`config.mk`:
```
export PLATFORM = sky130hd
export DESIGN_NAME = wb_qpi_slave_bridge_flat
export DESIGN_NICKNAME = d
export VERILOG_FILES = /design/src/rtl/wb_qpi_slave_bridge_pkg.sv /design/src/rtl/wb_qpi_slave_bridge_if.sv /design/src/rtl/wb_qpi_slave_bridge_byte_merge.sv /design/src/rtl/wb_qpi_slave_bridge.sv /design/src/flat_wrapper.sv
export SDC_FILE = /design/constraint.sdc
export NUM_CORES = 1
export LEC_CHECK = 0
export CELL_PAD_IN_SITES_DETAIL_PLACEMENT = 0
export CELL_PAD_IN_SITES_GLOBAL_PLACEMENT = 2
export CORE_ASPECT_RATIO = 1.2
export CORE_MARGIN = 2
export CORE_UTILIZATION = 24
export CTS_BUF_LIST = sky130_fd_sc_hd__clkbuf_4
export CTS_CLUSTER_DIAMETER = 80
export DETAILED_ROUTE_END_ITERATION = 8
export GPL_TIMING_DRIVEN = 0
export PLACE_DENSITY_LB_ADDON = 0.1
export SLEW_MARGIN = 20
export SYNTH_ARGS = -nofsm -noshare
export SYNTH_HDL_FRONTEND = slang
export SYNTH_HIERARCHICAL = 1
export SYNTH_SLANG_ARGS = --single-unit
```
`constraint.sdc`:
```
create_clock -name clk -period 1.8 [get_ports clk]
set_input_delay 0.45 -clock clk [delete_from_list [all_inputs] [get_ports clk]]
set_output_delay 0.45 -clock clk [all_outputs]
set_load 0.05 [all_outputs]
```
`src/rtl/wb_qpi_slave_bridge_pkg.sv`:
```
// Shared types for the Wishbone-to-QPI bridge: FSM encoding, QPI address width, byte merge.
package qpi_bridge_pkg;

   localparam int QPI_AW = 25;

   typedef enum logic [2:0] {
      IDLE   = 3'd0,
      RD     = 3'd1,
      WR     = 3'd2,
      RMW_RD = 3'd3,
      RMW_WR = 3'd4,
      DONE   = 3'd5
   } state_t;

   // Byte i comes from new_dat when sel[i] is set, otherwise from old_dat.
   function automatic logic [31:0] byte_merge(input logic [3:0]  sel,
                                              input logic [31:0] new_dat,
                                              input logic [31:0] old_dat);
      logic [31:0] r;
      r = old_dat;
      for (int i = 0; i < 4; i++) begin
         r[8*i +: 8] = sel[i] ? new_dat[8*i +: 8] : old_dat[8*i +: 8];
      end
      return r;
   endfunction

endpackage

```
`src/rtl/wb_qpi_slave_bridge_if.sv`:
```
// Wishbone B4 pipelined slave port plus QPI controller request port of the bridge.
interface wb_qpi_slave_bridge_if
   import qpi_bridge_pkg::*;
#(
   parameter int AW = 23
);
   logic              i_wb_cyc;
   logic              i_wb_stb;
   logic              i_wb_we;
   logic [AW-1:0]     i_wb_addr;
   logic [3:0]        i_wb_sel;
   logic [31:0]       i_wb_data;
   logic              o_wb_stall;
   logic              o_wb_ack;
   logic              o_wb_err;
   logic [31:0]       o_wb_data;

   logic              qpi_do_read;
   logic              qpi_do_write;
   logic [QPI_AW-1:0] qpi_addr;
   logic [31:0]       qpi_wdata;
   logic [31:0]       qpi_rdata;
   logic              qpi_next_word;
   logic              qpi_is_idle;

   modport slave (
      input  i_wb_cyc, i_wb_stb, i_wb_we, i_wb_addr, i_wb_sel, i_wb_data,
      output o_wb_stall, o_wb_ack, o_wb_err, o_wb_data,
      output qpi_do_read, qpi_do_write, qpi_addr, qpi_wdata,
      input  qpi_rdata, qpi_next_word, qpi_is_idle
   );

   modport master (
      output i_wb_cyc, i_wb_stb, i_wb_we, i_wb_addr, i_wb_sel, i_wb_data,
      input  o_wb_stall, o_wb_ack, o_wb_err, o_wb_data,
      input  qpi_do_read, qpi_do_write, qpi_addr, qpi_wdata,
      output qpi_rdata, qpi_next_word, qpi_is_idle
   );
endinterface

```
`src/rtl/wb_qpi_slave_bridge_byte_merge.sv`:
```
// Combinational 32-bit byte-select merge; zero latency, no flow control.
module wb_byte_merge
   import qpi_bridge_pkg::*;
(
   input  logic [3:0]  sel_i,
   input  logic [31:0] new_dat_i,
   input  logic [31:0] old_dat_i,
   output logic [31:0] merged_o
);
   assign merged_o = byte_merge(sel_i, new_dat_i, old_dat_i);
endmodule

```
`src/rtl/wb_qpi_slave_bridge.sv`:
```
// Wishbone single-outstanding slave -> QPI read/write commands, partial writes via read-modify-write.
// do_* rise the cycle after accept; ack the cycle after next_word; optional WB_QPI_BRIDGE_TIMEOUT_EN.
module wb_qpi_slave_bridge
   import qpi_bridge_pkg::*;
#(
   parameter int AW      = 23,
   parameter int TIMEOUT = 255
)(
   input  logic                  clk,
   input  logic                  rst,
   wb_qpi_slave_bridge_if.slave  bus
);

   state_t        state_q, state_d;
   logic [AW-1:0] addr_q, addr_d;
   logic [3:0]    sel_q, sel_d;
   logic [31:0]   buf_q, buf_d;
   logic [31:0]   rdata_q, rdata_d;
   logic          merged_q, merged_d;
   logic          err_q, err_d;
   logic [31:0]   merged_word;
   logic          do_rd, do_wr, ack;
   logic [AW+26:0] addr_ext;

`ifdef WB_QPI_BRIDGE_TIMEOUT_EN
   localparam int CNT_W = ($clog2(TIMEOUT + 1) < 8) ? 8 : $clog2(TIMEOUT + 1);
   logic [CNT_W-1:0] cnt_q, cnt_d;
`else
   logic unused_timeout;
   assign unused_timeout = (TIMEOUT > 0);
`endif

   wb_byte_merge u_merge (
      .sel_i     (sel_q),
      .new_dat_i (buf_q),
      .old_dat_i (bus.qpi_rdata),
      .merged_o  (merged_word)
   );

   always_ff @(posedge clk) begin
      if (rst) begin
         state_q  <= IDLE;
         addr_q   <= '0;
         sel_q    <= '0;
         buf_q    <= '0;
         rdata_q  <= '0;
         merged_q <= 1'b0;
         err_q    <= 1'b0;
`ifdef WB_QPI_BRIDGE_TIMEOUT_EN
         cnt_q    <= '0;
`endif
      end else begin
         state_q  <= state_d;
         addr_q   <= addr_d;
         sel_q    <= sel_d;
         buf_q    <= buf_d;
         rdata_q  <= rdata_d;
         merged_q <= merged_d;
         err_q    <= err_d;
`ifdef WB_QPI_BRIDGE_TIMEOUT_EN
         cnt_q    <= cnt_d;
`endif
      end
   end

   always_comb begin
      state_d  = state_q;
      addr_d   = addr_q;
      sel_d    = sel_q;
      buf_d    = buf_q;
      rdata_d  = rdata_q;
      merged_d = merged_q;
      err_d    = 1'b0;
      do_rd    = 1'b0;
      do_wr    = 1'b0;
      ack      = 1'b0;

      case (state_q)
         IDLE: begin
            merged_d = 1'b0;
            if (bus.i_wb_cyc && bus.i_wb_stb && bus.qpi_is_idle) begin
               addr_d = bus.i_wb_addr;
               sel_d  = bus.i_wb_sel;
               buf_d  = bus.i_wb_data;
               if (!bus.i_wb_we)                state_d = RD;
               else if (bus.i_wb_sel == 4'hF)   state_d = WR;
               else if (bus.i_wb_sel == 4'h0)   state_d = DONE;
               else                             state_d = RMW_RD;
            end
         end
         RD: begin
            do_rd = 1'b1;
            if (bus.qpi_next_word) begin
               rdata_d = bus.qpi_rdata;
               state_d = DONE;
            end
         end
         RMW_RD: begin
            // After the read word lands, hold off the write until the controller reports idle.
            do_rd = !merged_q;
            if (!merged_q && bus.qpi_next_word) begin
               buf_d    = merged_word;
               merged_d = 1'b1;
            end
            if (merged_q && bus.qpi_is_idle) begin
               state_d = RMW_WR;
            end
         end
         WR, RMW_WR: begin
            do_wr = 1'b1;
            if (bus.qpi_next_word) state_d = DONE;
         end
         DONE: begin
            ack     = bus.i_wb_cyc;
            state_d = IDLE;
         end
         default: state_d = IDLE;
      endcase

`ifdef WB_QPI_BRIDGE_TIMEOUT_EN
      cnt_d = (do_rd || do_wr) ? cnt_q + CNT_W'(1) : '0;
      if ((do_rd || do_wr) && !bus.qpi_next_word && (cnt_q == CNT_W'(TIMEOUT - 1))) begin
         state_d  = IDLE;
         merged_d = 1'b0;
         err_d    = bus.i_wb_cyc;
      end
`endif
   end

   assign addr_ext = {{25{1'b0}}, addr_q, 2'b00};

   assign bus.o_wb_stall   = rst || (state_q != IDLE) || !bus.qpi_is_idle;
   assign bus.o_wb_ack     = ack;
   assign bus.o_wb_data    = rdata_q;
   assign bus.qpi_do_read  = do_rd;
   assign bus.qpi_do_write = do_wr;
   assign bus.qpi_addr     = addr_ext[QPI_AW-1:0];
   assign bus.qpi_wdata    = buf_q;
`ifdef WB_QPI_BRIDGE_TIMEOUT_EN
   assign bus.o_wb_err     = err_q;
`else
   assign bus.o_wb_err     = 1'b0;
`endif

endmodule

```
`src/flat_wrapper.sv`:
```
// flat-port wrapper written by rule: the top's interface ports become plain ports
module wb_qpi_slave_bridge_flat import qpi_bridge_pkg::*;
#(
   parameter int AW      = 23,
   parameter int TIMEOUT = 255
)
  (clk, rst, bus_i_wb_cyc, bus_i_wb_stb, bus_i_wb_we, bus_i_wb_addr, bus_i_wb_sel, bus_i_wb_data, bus_o_wb_stall, bus_o_wb_ack, bus_o_wb_err, bus_o_wb_data, bus_qpi_do_read, bus_qpi_do_write, bus_qpi_addr, bus_qpi_wdata, bus_qpi_rdata, bus_qpi_next_word, bus_qpi_is_idle);
  wb_qpi_slave_bridge_if #(.AW(AW)) bus_i ();
  input  logic clk;
  input  logic rst;
  input wire logic [$bits(bus_i.i_wb_cyc)-1:0] bus_i_wb_cyc;
  input wire logic [$bits(bus_i.i_wb_stb)-1:0] bus_i_wb_stb;
  input wire logic [$bits(bus_i.i_wb_we)-1:0] bus_i_wb_we;
  input wire logic [$bits(bus_i.i_wb_addr)-1:0] bus_i_wb_addr;
  input wire logic [$bits(bus_i.i_wb_sel)-1:0] bus_i_wb_sel;
  input wire logic [$bits(bus_i.i_wb_data)-1:0] bus_i_wb_data;
  output wire logic [$bits(bus_i.o_wb_stall)-1:0] bus_o_wb_stall;
  output wire logic [$bits(bus_i.o_wb_ack)-1:0] bus_o_wb_ack;
  output wire logic [$bits(bus_i.o_wb_err)-1:0] bus_o_wb_err;
  output wire logic [$bits(bus_i.o_wb_data)-1:0] bus_o_wb_data;
  output wire logic [$bits(bus_i.qpi_do_read)-1:0] bus_qpi_do_read;
  output wire logic [$bits(bus_i.qpi_do_write)-1:0] bus_qpi_do_write;
  output wire logic [$bits(bus_i.qpi_addr)-1:0] bus_qpi_addr;
  output wire logic [$bits(bus_i.qpi_wdata)-1:0] bus_qpi_wdata;
  input wire logic [$bits(bus_i.qpi_rdata)-1:0] bus_qpi_rdata;
  input wire logic [$bits(bus_i.qpi_next_word)-1:0] bus_qpi_next_word;
  input wire logic [$bits(bus_i.qpi_is_idle)-1:0] bus_qpi_is_idle;
  assign bus_i.i_wb_cyc = bus_i_wb_cyc;
  assign bus_i.i_wb_stb = bus_i_wb_stb;
  assign bus_i.i_wb_we = bus_i_wb_we;
  assign bus_i.i_wb_addr = bus_i_wb_addr;
  assign bus_i.i_wb_sel = bus_i_wb_sel;
  assign bus_i.i_wb_data = bus_i_wb_data;
  assign bus_o_wb_stall = bus_i.o_wb_stall;
  assign bus_o_wb_ack = bus_i.o_wb_ack;
  assign bus_o_wb_err = bus_i.o_wb_err;
  assign bus_o_wb_data = bus_i.o_wb_data;
  assign bus_qpi_do_read = bus_i.qpi_do_read;
  assign bus_qpi_do_write = bus_i.qpi_do_write;
  assign bus_qpi_addr = bus_i.qpi_addr;
  assign bus_qpi_wdata = bus_i.qpi_wdata;
  assign bus_i.qpi_rdata = bus_qpi_rdata;
  assign bus_i.qpi_next_word = bus_qpi_next_word;
  assign bus_i.qpi_is_idle = bus_qpi_is_idle;
  wb_qpi_slave_bridge #(.AW(AW), .TIMEOUT(TIMEOUT)) u_core (.clk(clk), .rst(rst), .bus(bus_i));
endmodule
```
=== Word level (Yosys, flattened, before mapping) ===
Cells that the tools add are included.

* Register bits after elaboration: 95
* Input bits: 98
* Output and inout bits: 94

* Equal/unequal tests: 14
* Mux-type cells: 19
* Reductions and logical operators: 22

{| class="wikitable"
|+ Operators by type and width
! cell !! number
|-
| 2-to-1 mux 32 bit || 2
|-
| one-hot mux 32 bit (2 select lines) || 1
|-
| 2-to-1 mux 8 bit || 4
|-
| 2-to-1 mux 3 bit || 6
|-
| AND reduction 4 bit || 4
|-
| one-hot mux 3 bit (3 select lines) || 1
|-
| inequality test 2 x 1 -> 1 bit (second input constant) || 4
|-
| inequality test 2 bit (second input constant) || 4
|-
| == test 3 x 2 -> 1 bit (second input constant) || 2
|-
| == test 3 bit (second input constant) || 2
|-
| AND reduction 2 bit || 3
|-
| == test 4 bit (second input constant) || 1
|-
| logical AND 1 bit || 4
|-
| logical NOT 4 bit || 1
|-
| one-hot mux 1 bit (2 select lines) || 2
|-
| == test 3 x 1 -> 1 bit (second input constant) || 1
|-
| logical NOT 3 bit || 1
|-
| 2-to-1 mux 1 bit || 3
|-
| AND reduction 3 bit || 1
|-
| nonzero test 3 bit || 1
|-
| OR reduction 3 bit || 1
|-
| logical NOT 1 bit || 2
|-
| logical OR 1 bit || 2
|-
| nonzero test 2 bit || 1
|-
| OR reduction 2 bit || 1
|}

=== Longest topological paths before layout ===
* Word-level depth: 6
* Mapped depth: 7

=== By module ===
The synthesis kept the hierarchy.

{| class="wikitable"
|+ By module, submodules not included
! module !! times used !! cells an instance !! area an instance (um^2) !! sequential area each (um^2)
|-
| wb_qpi_slave_bridge || 1 || 453 || 3852.4 || 1901.8
|-
| wb_byte_merge || 1 || 36 || 525.5 || 0.0
|}

=== Least setup slack after synthesis ===
No wires, ideal clock.

* Path type: reg-to-output
* From: reg u_core.state_q[0]
* To: out bus_qpi_do_read
* Data arrival time: 1.465 ns
* Required time: 1.350 ns
* Path slack: -0.115 ns
* Stages on the path, launching flop included: 4
* Cell sequence: dfxtp_1 -> clkbuf_1 -> nand2b_1 -> a21oi_1

* Longest elaborated chain between the ends: 2
* Elaborated cells between the ends (all ways): 3
* Classes of those cells: eq/ne: 2; mux: 1

{| class="wikitable"
|+ RTL lines
! element !! line !! source
|-
| start, declared || wb_qpi_slave_bridge.sv:14 || <nowiki>state_t state_q, state_d;</nowiki>
|-
| start signal, assigned || wb_qpi_slave_bridge.sv:53 || <nowiki>state_q <= state_d;</nowiki>
|-
| == test 3 x 2 -> 1 bit or == test 3 x 1 -> 1 bit (tied branches) || wb_qpi_slave_bridge.sv:78 || <nowiki>case (state_q)</nowiki>
|-
| one-hot mux 1 bit (2 select lines) (*) || wb_qpi_slave_bridge.sv:78 ||
|-
| end, declared || flat_wrapper.sv:21 || <nowiki>output wire logic [$bits(bus_i.qpi_do_read)-1:0] bus_qpi_do_read;</nowiki>
|}

Every way passes the cells marked *; elsewhere a longest branch is shown, timed or not.

=== Worst setup path in the final report ===
* From: reg u_core.state_q[0]
* To: out bus_o_wb_ack

* Longest elaborated chain between the ends: 2

{| class="wikitable"
|+ RTL lines
! element !! line !! source
|-
| == test 3 bit || wb_qpi_slave_bridge.sv:78 ||
|-
| 2-to-1 mux 1 bit || wb_qpi_slave_bridge.sv:78 ||
|-
| end, declared || flat_wrapper.sv:18 || <nowiki>output wire logic [$bits(bus_i.o_wb_ack)-1:0] bus_o_wb_ack;</nowiki>
|}

Every way passes these cells.

==> impl_metrics.json <==
{
  "io_buffers": 187,
  "synth_warnings": 6,
  "wl_met3_um": 888,
  "fillers": 1870,
  "drv_slew": 0,
  "worst_pin_slew_ps": 698,
  "dp_hpwl_um": 10900,
  "power_frac_clock": 0.140,
  "ys_seq_area_frac": 0.434,
  "start_kind": "flop",
  "ctsHoldBuffers": 0,
  "ff2ff_setup_slack_ps": 100,
  "die_height_um": 152,
  "final_core_util": 0.387,
  "rows": 54,
  "ys_types": 32,
  "drive_above_1_share": 0.281,
  "drtPass1Iterations": 4,
  "timing.final.crit_share": 1.11,
  "drv_cap": 0,
  "ys_ff_latch": 95,
  "io_pins": 192,
  "synth_area_leader_cell": "dfxtp_1",
  "synthFlopType": "dfxtp_1",
  "cts_sinks": 95,
  "comb_power_share": 0.509,
  "violations": "setup timing",
  "cts_tree": "yes",
  "rsz0062_at_grt": "true",
  "cts_buffers": 9,
  "drt-met1-wl_um": 6560,
  "reg2reg_depth": 6,
  "clock_skew_ps": 18.5,
  "setup_violations": 4,
  "dieArea_sq_um": 19300,
  "p_sw_w": 0.00329,
  "status": "finished, violations left",
  "drt-initial-drc-count": 162,
  "dr_total_vias": 4155,
  "min-delay-path-class": "flop to flop",
  "drc": 0,
  "grt-ovfl-total": 0,
  "wl_um": 15200,
  "design_area_sq_um": 6990,
  "synthTopCellsByCount": "nand2_1 (122), dfxtp_1 (95), a21oi_1 (63), nor2_1 (37), mux2i_1 (33)",
  "setup_slack_ps": -201,
  "finalHoldViolations": 0,
  "fmax_mhz": 500,
  "routedWlPerCell_um": 16.4,
  "required_ps": 1350,
  "ant_nets": 0,
  "placed_area_sq_um": 6540,
  "core_sq_um": 18000,
  "dp_cells": 902,
  "powerDensity_nw_per_um2": 1070,
  "layout.cells.non_filler": 927,
  "dp_slack_ps": -628,
  "track_usage": 0.154,
  "syn_avg_cell_area_sq_um": 8.95,
  "synth_area_sq_um": 4380,
  "vdd_drop_max_mv": 0.391,
  "htree_levels": 3,
  "start_util": 0.243,
  "antenna_found_initial": 1,
  "leakagePower_nw": 2.65,
  "r2r-start": "u_core/state_q[2]",
  "grt_pass1_wl_um": 23300,
  "synth_edf_count": 0,
  "die_width_um": 127,
  "met2_length_um": 7470,
  "cts_root_buf": "clkbuf_4",
  "grt_max_degree": 16,
  "gp_congestion": 0.760,
  "worstSetupEndpoint": "bus_o_wb_ack",
  "slew-limit-headroom": 0.534,
  "cp_max_fo": 9,
  "yosys-top-cells-area": "dfxtp_1 (43%), mux2_4 (11%), nand2_1 (10%)",
  "grt_pass1_vias": 4196,
  "crit_path_end_kind": "output pin",
  "synth.most_common_cell": "nand2_1",
  "clk_latency_ps": 470,
  "syn_inst": 489,
  "vias_per_cell": 4.48,
  "critPathKind": "flop to output pin",
  "p_seq_frac": 0.351,
  "cts_buffer_depth": 2,
  "reg2reg_to": "u_core/bus.qpi_wdata[16]",
  "fin_nets": 795,
  "period_needed_ps": 2000,
  "synthToLayoutAreaGrowth_pct": 59.6,
  "power.internal_w": 0.00421,
  "clk_pin_slew_ps": 160,
  "synth_top_cell_area_share": 0.434,
  "swShare": 0.439,
  "synthArstFlopShare": 0,
  "top_layer": "met4",
  "critPathLaunch": "u_core/state_q[0]",
  "crit_arrival_ps": 1550
}
## per-stage QoR
step	setup TNS [ps]	hold slack, ps	total power, W
6_report	-656	464	0.00750
5_1_grt	-912	484	0.00796
4_1_cts	-860	462	0.00754
3_5_place_dp	-47190	447	0.00615
3_3_place_gp	-45460	442	0.00611
2_1_floorplan	-209	449	0.00493
## timing repair
action | 4_1_cts | 5_1_grt
cloned | 0 | 1
resized for setup | 318 | 16
endpoints found under the hold margin | 0 | 0
endpoints found under the setup margin | 141 | 72
pin swaps | 3 | 3
buffers inserted | 6 | 2
## area by class of cell
cell class                 instances  area, sq um  share of cell area
timing repair buffer             195         2040               0.292
multi-input combinational        354         2340               0.335
sequential                        95         1910               0.274
buffer                            41          298              0.0426
tap                              224          280              0.0401
clock buffer                      10         75.1              0.0107
antenna                            1         2.50            0.000358
clock inverter                     6         37.5             0.00537
inverter                           1         3.75            0.000537
## power by group through the flow
stage          Sequential [W]  Combinational [W]  Clock [W]
3_3_place_gp          0.00266            0.00345          0
6_report              0.00263            0.00382    0.00105
3_5_place_dp          0.00267            0.00348          0
5_1_grt               0.00268            0.00407    0.00120
2_1_floorplan         0.00352            0.00140          0
4_1_cts               0.00264            0.00377    0.00113
## state kept, by name (all words and copies together), names as in the netlist
name / count
u_core/bus.o_wb_data: 32
u_core/state_q: 3
u_core/addr_q: 23
u_core/bus.qpi_wdata: 32
u_core/merged_q: 1
u_core/sel_q: 4
## cells in the final DEF, fill, tap and decap left out, types with 3 or more instances in the layout
cell type / instances
conb_1: 3
clkbuf_1: 13
nor2_1: 35
nand2b_1: 4
dfxtp_4: 3
clkinvlp_4: 4
nand2_1: 121
o21ai_0: 3
a211oi_2: 8
clkdlybuf4s15_2: 85
clkbuf_2: 3
buf_6: 8
a21oi_1: 63
nand3_1: 3
buf_4: 15
dfxtp_1: 92
mux2i_1: 33
mux2_4: 32
buf_2: 8
clkdlybuf4s50_1: 96
a211oi_1: 24
clkbuf_4: 13
## worst max-delay path, cell delays in order (launching register included)
cell	delay, ps
dfxtp_4	380
clkbuf_16	120
buf_4	170
and4b_1	240
buf_6	170
## worst min-delay path by stage
stage	start	to	slack [ps]	cells after the start
global route	u_core/bus.o_wb_data[0]	u_core/bus.o_wb_data[0]	480	2
floorplan	u_core/sel_q[0]	u_core/sel_q[0]	450	2
global placement	u_core/addr_q[17]	u_core/addr_q[17]	440	2
finish	u_core/bus.o_wb_data[1]	u_core/bus.o_wb_data[1]	460	2
CTS	bus_i_wb_addr[14]	u_core/addr_q[14]	460	3
detailed placement	u_core/bus.o_wb_data[1]	u_core/bus.o_wb_data[1]	450	2
## logic make-up after synthesis
family | count (synthesis) | synth area share
compound gates | 103 | 0.153
xor+xnor | 1 | 0.00200
buf+inv | 43 | 0.0537
flops | 95 | 0.434
mux | 65 | 0.185
other cells | 1 | 0.000857
simple gates | 181 | 0.171
## routing by layer
layer / up-vias / GRT usage
li1: 2091 / -
met1: 1933 / 0.188
met2: 118 / 0.260
met3: 13 / 0.0391
met4: 0 / 0.0576
met5: - / 0
Note: power is estimated with default switching activity, not from simulation.
